`src/rtl/mem_access_if.sv`:
```
// Core-side request/response and simple req/ack data-bus signals of the load/store unit.
interface mem_access_if #(
   parameter int ADDR_W = 32
);
   logic              req_valid;
   logic              req_ready;
   logic              mem_read;
   logic              mem_write;
   logic [1:0]        mem_acc_mode;
   logic [ADDR_W-1:0] addr;
   logic [31:0]       wdata;
   logic              stall;
   logic              done;
   logic [31:0]       rdata;
   logic              err;
   logic              bus_req;
   logic              bus_we;
   logic [ADDR_W-1:0] bus_addr;
   logic [3:0]        bus_be;
   logic [31:0]       bus_wdata;
   logic              bus_ack;
   logic [31:0]       bus_rdata;

   modport slave (
      input  req_valid, mem_read, mem_write, mem_acc_mode, addr, wdata, bus_ack, bus_rdata,
      output req_ready, stall, done, rdata, err, bus_req, bus_we, bus_addr, bus_be, bus_wdata
   );

   modport master (
      output req_valid, mem_read, mem_write, mem_acc_mode, addr, wdata, bus_ack, bus_rdata,
      input  req_ready, stall, done, rdata, err, bus_req, bus_we, bus_addr, bus_be, bus_wdata
   );
endinterface

```
`src/rtl/mem_access_unit.sv`:
```
// Load/store unit: one word/halfword/byte access per request over a req/ack bus.
//   state  | meaning
//   IDLE   | ready for a request
//   REQ    | bus_req held, waiting for bus_ack or timeout
//   DONE   | one-cycle completion pulse (done, optional err, rdata)
module mem_access_unit #(
   parameter int TIMEOUT = 16,
   parameter int ADDR_W  = 32
) (
   input logic         clk,
   input logic         rst,
   mem_access_if.slave mif
);
   localparam logic [1:0] MODE_WORD  = 2'b00;
   localparam logic [1:0] MODE_HWORD = 2'b01;
   localparam logic [1:0] MODE_BYTE  = 2'b10;

   localparam logic [1:0] S_IDLE = 2'd0;
   localparam logic [1:0] S_REQ  = 2'd1;
   localparam logic [1:0] S_DONE = 2'd2;

   localparam int CNT_W   = (TIMEOUT > 2) ? $clog2(TIMEOUT) : 1;
   localparam int TO_LAST = (TIMEOUT > 0) ? TIMEOUT - 1 : 0;

   logic [1:0]       state;
   logic [1:0]       mode_q;
   logic [1:0]       lane_q;
   logic             load_q;
   logic [CNT_W-1:0] cnt;

   logic [1:0]  mode_eff;
   logic        misaligned;
   logic        accept;
   logic        bad_req;
   logic        timed_out;
   logic [3:0]  be_calc;
   logic [31:0] wdata_calc;
   logic [7:0]  byte_sel;
   logic [15:0] half_sel;
   logic [31:0] load_data;

   assign mif.req_ready = (state == S_IDLE);
   assign mif.stall     = (state == S_REQ);

   // Reserved mode 2'b11 behaves exactly like a word access
   assign mode_eff   = (mif.mem_acc_mode == 2'b11) ? MODE_WORD : mif.mem_acc_mode;
   assign misaligned = ((mode_eff == MODE_HWORD) && mif.addr[0]) ||
                       ((mode_eff == MODE_WORD) && (mif.addr[1:0] != 2'b00));
   assign accept     = mif.req_valid && (state == S_IDLE) && (mif.mem_read || mif.mem_write);
   assign bad_req    = (mif.mem_read && mif.mem_write) || misaligned;
   assign timed_out  = (TIMEOUT != 0) && (cnt == CNT_W'(TO_LAST));

   always_comb begin
      be_calc    = 4'b1111;
      wdata_calc = 32'h0;
      if (mif.mem_write) begin
         case (mode_eff)
            MODE_BYTE: begin
               be_calc    = 4'b0001 << mif.addr[1:0];
               wdata_calc = {4{mif.wdata[7:0]}};
            end
            MODE_HWORD: begin
               be_calc    = mif.addr[1] ? 4'b1100 : 4'b0011;
               wdata_calc = {2{mif.wdata[15:0]}};
            end
            default: begin
               be_calc    = 4'b1111;
               wdata_calc = mif.wdata;
            end
         endcase
      end
   end

   always_comb begin
      case (lane_q)
         2'd1:    byte_sel = mif.bus_rdata[15:8];
         2'd2:    byte_sel = mif.bus_rdata[23:16];
         2'd3:    byte_sel = mif.bus_rdata[31:24];
         default: byte_sel = mif.bus_rdata[7:0];
      endcase
      half_sel = lane_q[1] ? mif.bus_rdata[31:16] : mif.bus_rdata[15:0];
      case (mode_q)
         MODE_BYTE:  load_data = {24'b0, byte_sel};
         MODE_HWORD: load_data = {16'b0, half_sel};
         default:    load_data = mif.bus_rdata;
      endcase
   end

   always_ff @(posedge clk or posedge rst) begin
      if (rst) begin
         state         <= S_IDLE;
         mode_q        <= MODE_WORD;
         lane_q        <= 2'b00;
         load_q        <= 1'b0;
         cnt           <= '0;
         mif.done      <= 1'b0;
         mif.err       <= 1'b0;
         mif.rdata     <= 32'h0;
         mif.bus_req   <= 1'b0;
         mif.bus_we    <= 1'b0;
         mif.bus_addr  <= '0;
         mif.bus_be    <= 4'b0000;
         mif.bus_wdata <= 32'h0;
      end else begin
         mif.done <= 1'b0;
         mif.err  <= 1'b0;
         case (state)
            S_IDLE: begin
               if (accept) begin
                  if (bad_req) begin
                     state     <= S_DONE;
                     mif.done  <= 1'b1;
                     mif.err   <= 1'b1;
                     mif.rdata <= 32'h0;
                  end else begin
                     state         <= S_REQ;
                     mif.bus_req   <= 1'b1;
                     mif.bus_we    <= mif.mem_write;
                     mif.bus_addr  <= {mif.addr[ADDR_W-1:2], 2'b00};
                     mif.bus_be    <= be_calc;
                     mif.bus_wdata <= wdata_calc;
                     mode_q        <= mode_eff;
                     lane_q        <= mif.addr[1:0];
                     load_q        <= mif.mem_read;
                     cnt           <= '0;
                  end
               end
            end
            S_REQ: begin
               // An ack in the final timeout cycle still completes successfully
               if (mif.bus_ack) begin
                  state       <= S_DONE;
                  mif.bus_req <= 1'b0;
                  mif.bus_we  <= 1'b0;
                  mif.done    <= 1'b1;
                  mif.rdata   <= load_q ? load_data : 32'h0;
               end else if (timed_out) begin
                  state       <= S_DONE;
                  mif.bus_req <= 1'b0;
                  mif.bus_we  <= 1'b0;
                  mif.done    <= 1'b1;
                  mif.err     <= 1'b1;
                  mif.rdata   <= 32'h0;
               end else begin
                  cnt <= cnt + 1'b1;
               end
            end
            S_DONE: begin
               state     <= S_IDLE;
               mif.rdata <= 32'h0;
            end
            default: state <= S_IDLE;
         endcase
      end
   end
endmodule

```
`src/flat_wrapper.sv`:
```
// flat-port wrapper written by rule: the top's interface ports become plain ports
module mem_access_unit_flat 
#(
   parameter int TIMEOUT = 16,
   parameter int ADDR_W  = 32
)
  (clk, rst, mif_req_valid, mif_mem_read, mif_mem_write, mif_mem_acc_mode, mif_addr, mif_wdata, mif_bus_ack, mif_bus_rdata, mif_req_ready, mif_stall, mif_done, mif_rdata, mif_err, mif_bus_req, mif_bus_we, mif_bus_addr, mif_bus_be, mif_bus_wdata);
  mem_access_if #(.ADDR_W(ADDR_W)) mif_i ();
  input logic clk;
  input logic rst;
  input wire logic [$bits(mif_i.req_valid)-1:0] mif_req_valid;
  input wire logic [$bits(mif_i.mem_read)-1:0] mif_mem_read;
  input wire logic [$bits(mif_i.mem_write)-1:0] mif_mem_write;
  input wire logic [$bits(mif_i.mem_acc_mode)-1:0] mif_mem_acc_mode;
  input wire logic [$bits(mif_i.addr)-1:0] mif_addr;
  input wire logic [$bits(mif_i.wdata)-1:0] mif_wdata;
  input wire logic [$bits(mif_i.bus_ack)-1:0] mif_bus_ack;
  input wire logic [$bits(mif_i.bus_rdata)-1:0] mif_bus_rdata;
  output wire logic [$bits(mif_i.req_ready)-1:0] mif_req_ready;
  output wire logic [$bits(mif_i.stall)-1:0] mif_stall;
  output wire logic [$bits(mif_i.done)-1:0] mif_done;
  output wire logic [$bits(mif_i.rdata)-1:0] mif_rdata;
  output wire logic [$bits(mif_i.err)-1:0] mif_err;
  output wire logic [$bits(mif_i.bus_req)-1:0] mif_bus_req;
  output wire logic [$bits(mif_i.bus_we)-1:0] mif_bus_we;
  output wire logic [$bits(mif_i.bus_addr)-1:0] mif_bus_addr;
  output wire logic [$bits(mif_i.bus_be)-1:0] mif_bus_be;
  output wire logic [$bits(mif_i.bus_wdata)-1:0] mif_bus_wdata;
  assign mif_i.req_valid = mif_req_valid;
  assign mif_i.mem_read = mif_mem_read;
  assign mif_i.mem_write = mif_mem_write;
  assign mif_i.mem_acc_mode = mif_mem_acc_mode;
  assign mif_i.addr = mif_addr;
  assign mif_i.wdata = mif_wdata;
  assign mif_i.bus_ack = mif_bus_ack;
  assign mif_i.bus_rdata = mif_bus_rdata;
  assign mif_req_ready = mif_i.req_ready;
  assign mif_stall = mif_i.stall;
  assign mif_done = mif_i.done;
  assign mif_rdata = mif_i.rdata;
  assign mif_err = mif_i.err;
  assign mif_bus_req = mif_i.bus_req;
  assign mif_bus_we = mif_i.bus_we;
  assign mif_bus_addr = mif_i.bus_addr;
  assign mif_bus_be = mif_i.bus_be;
  assign mif_bus_wdata = mif_i.bus_wdata;
  mem_access_unit #(.TIMEOUT(TIMEOUT), .ADDR_W(ADDR_W)) u_core (.clk(clk), .rst(rst), .mif(mif_i));
endmodule
```
`config.mk`:
```
export PLATFORM = sky130hd
export DESIGN_NAME = mem_access_unit_flat
export DESIGN_NICKNAME = d
export VERILOG_FILES = /design/src/rtl/mem_access_if.sv /design/src/rtl/mem_access_unit.sv /design/src/flat_wrapper.sv
export SDC_FILE = /design/constraint.sdc
export NUM_CORES = 1
export LEC_CHECK = 0
export ABC_AREA = 1
export CORE_MARGIN = 2
export CORE_UTILIZATION = 48
export DETAILED_ROUTE_END_ITERATION = 10
export PLACE_DENSITY = 0.86
export SKIP_LAST_GASP = 1
export SYNTH_ARGS = -nofsm -noshare
export SYNTH_HDL_FRONTEND = slang
export SYNTH_SLANG_ARGS = --single-unit
```
`constraint.sdc`:
```
create_clock -name clk -period 9.95 [get_ports clk]
set_input_delay 1.99 -clock clk [delete_from_list [all_inputs] [get_ports clk]]
set_output_delay 1.99 -clock clk [all_outputs]
set_load 0.01 [all_outputs]
```
==> reports/qor.txt <==
Status - finished clean
Root Driver - clkbuf_16
Post-route ant nets - 0
Crit-path cells - clkdlybuf4s50_1, o21ai_0, nor2_1, nand2_2, buf_4, inv_2, o21ai_0
Clock Path Buffers - 2
Max FO, Critical Path - 95
Sum Neg Setup Slack - 0 ns
Multi-input gate area - 2430 µm²
# nets final - 1065
Hold Fails Final Rpt - 0
Util after Layout - 73.0%
Core Rows - 39
Core Box Area - 11400 µm²
Most frequent cell after synthesis - nand2_1
Static Leak - 4.12 nW
DR iter-0 viols - 427
Fillcell total - 914
Post-route design area - 8340 µm²
Vias in the first global route - 5375
Vias post-DR - 5636
Drt wl/cell - 14.8 µm
VDD IR max - 174 µV
Sequential share of the synthesized area - 50.2%
Setup CP Type - primary input to register
Synth area leader - dfrtp_1
Peak Freq - 204 MHz
GRT Total Usage - 26.2%
Area Overhead vs Synth - 48.0%
Data required, critical path - 10.26 ns
Startpoint types - primary input
Vias/cell - 5.08
Largest net degree at the start of global routing - 96
H-tree depth - 4
Final setup fails - 0
Synth area leaders - dfrtp_1 (50%), nand2_1 (26%), o21ai_0 (3.4%), a21oi_1 (2.9%), inv_1 (2.7%)
Tightest Pin Transition - 0.936 ns
Post-synth top cells - nand2_1 (385), dfrtp_1 (113), inv_1 (41)
Max-slew violation count - 0
Post-CTS Setup Inserts - 0
Period utilization - 49.2%
Crit path capture type - register
Critical path arrival - 5.20 ns
Crit-path slowest cell - clkdlybuf4s50_1
Hold Crit Class - register to register
FF/Latch Area - 2830 µm²
Port Buffer Count - 207
First-pass iteration count of the detailed router - 5
Synth top area share - 50.2%
Synthesized area - 5630 µm²
Synth Register Bits - 113
Fin crit period - 4.90 ns
Clock Sinks - 113
Max incr delay on CP - 0.91 ns
Cts hold-fix bufs - 0
TritonCTS clock tree - yes
Netlist cell types - 28
RSZ-0062 raised after global routing - no
Worst-Skew Late Latency - 0.41 ns
Io pins - 210
Hold slack - 0.469 ns
Share of layout cells above drive strength 1 - 5.38%
CTS Buf Count - 17
P per Cell Area - 266 nW/µm²
DR DRC count - 0
GP Congestion - 0.844
Initial antenna violation count - 0
DIE WIDTH - 112 µm
Buffer and inverter count on the worst path - 3
Diode count - 0
Top delay family on crit path - buffers and inverters
First-pass GRT wire length - 26.4 mm
Worst-path clk slew - 0.06 ns
Yosys Warn Count - 0
Cells after Synth - 762
Dpl hpwl - 11.5 mm
Post-synth EDFFs - 0
Cts repair resizes - 0
FFs w/ async S/R, synth - 100%
Syn avg cell area - 7.39 µm²
Relative slew slack - 37.4%
Placed inst area - 7700 µm²
Cell mode on critical path - o21ai_0
Starting Density - 49.3%
Grt total ovfl - 0
Max_cap viols - 0
Setup Skew - 0.0119 ns
Die height - 112 µm
DRT Wirelength - 16.4 mm
Ys flop type - dfrtp_1
DIE AREA - 12600 µm²
## sequential cells by signal, indices dropped and copies added (netlist names)
name                  flops
u_core.mif.bus_addr      30
u_core.mif.rdata         32
u_core.cnt                4
u_core.state              2
u_core.mif.bus_req        1
u_core.mif.err            1
u_core.mif.bus_wdata     32
u_core.mif.bus_we         1
u_core.lane_q             2
u_core.mif.done           1
u_core.mif.bus_be         4
u_core.load_q             1
u_core.mode_q             2
## layout make-up
cell class	instances	share of cell area, %
Sequential cell	113	33.9
Tap cell	143	2.15
Clock buffer	17	5.10
Timing Repair Buffer	209	25.0
Clock inverter	15	2.51
Inverter	47	2.15
Multi-Input combinational cell	566	29.2
## final timing paths
path	startpoint	endpoint	slack (ns)	cells after the start
setup / recovery	mif_mem_write	u_core.mode_q[1]	5.05	7
hold / removal	u_core.mif.rdata[23]	u_core.mif.rdata[23]	0.47	2
setup reg to reg	u_core.state[1]	u_core.mode_q[1]	7.40	7
hold reg to reg	u_core.mif.rdata[23]	u_core.mif.rdata[23]	0.47	2
max in group asynchronous	rst	u_core.mif.bus_wdata[29]	6.66	3
min in group asynchronous	rst	u_core.mif.rdata[10]	2.02	2
## tightest hold or removal path, stage by stage (launching register included)
cell     delay [ns]
dfrtp_1        0.34
nand2_1        0.05
nand2_1        0.05
## per-stage QoR
step,instances,power (W),setup WS (ns)
after global placement,1078,0.00155,4.74
after floorplan,763,0.00114,4.97
after CTS,1110,0.00223,5.10
after global routing,1110,0.00236,4.76
final,1110,0.00222,5.05
after detailed placement,1078,0.00157,4.71
## kinds of logic after synthesis
group | share of synthesized area (%)
adders and majority gates | 1.55
and+or+nand+nor | 31.8
AOI/OAI and AO/OA | 9.55
xor gates and xnor gates | 0.155
other | 0.0666
buffers and inverters | 6.71
DFF | 50.2
## metal layers
layer / global-route usage [%] / wire length [µm] / up-vias
li1: - / - / 2763
met1: 32.7 / 6650 / 2569
met2: 42.7 / 7840 / 280
met3: 10.0 / 1630 / 24
met4: 7.80 / 266 / 0
met5: 0 / 0 / -
## cells in the final DEF (no fill, tap or decap), types with 2 or more instances in the layout
cell and count:
inv_1 40, clkinvlp_4 3, nand3_1 21, a31oi_1 9, buf_4 2, nor2_2 3
nor2_4 3, ha_1 7, nor2_1 34, a21oi_1 33, inv_2 6, clkinv_4 4
inv_6 3, o21ai_0 38, clkbuf_16 17, conb_1 2, nand2_2 2, a21boi_0 3
clkdlybuf4s50_1 207, bufinv_16 4, nand2_1 385, dfrtp_1 113, o21ai_1 19
## where the power goes
group	internal, W	switching [W]
Sequential	0.000614	0.000110
Combinational	0.000409	0.000441
Clock	0.000422	0.000224
Total	0.00144	0.000775
No activity file was read; power rests on OpenSTA's default activity.
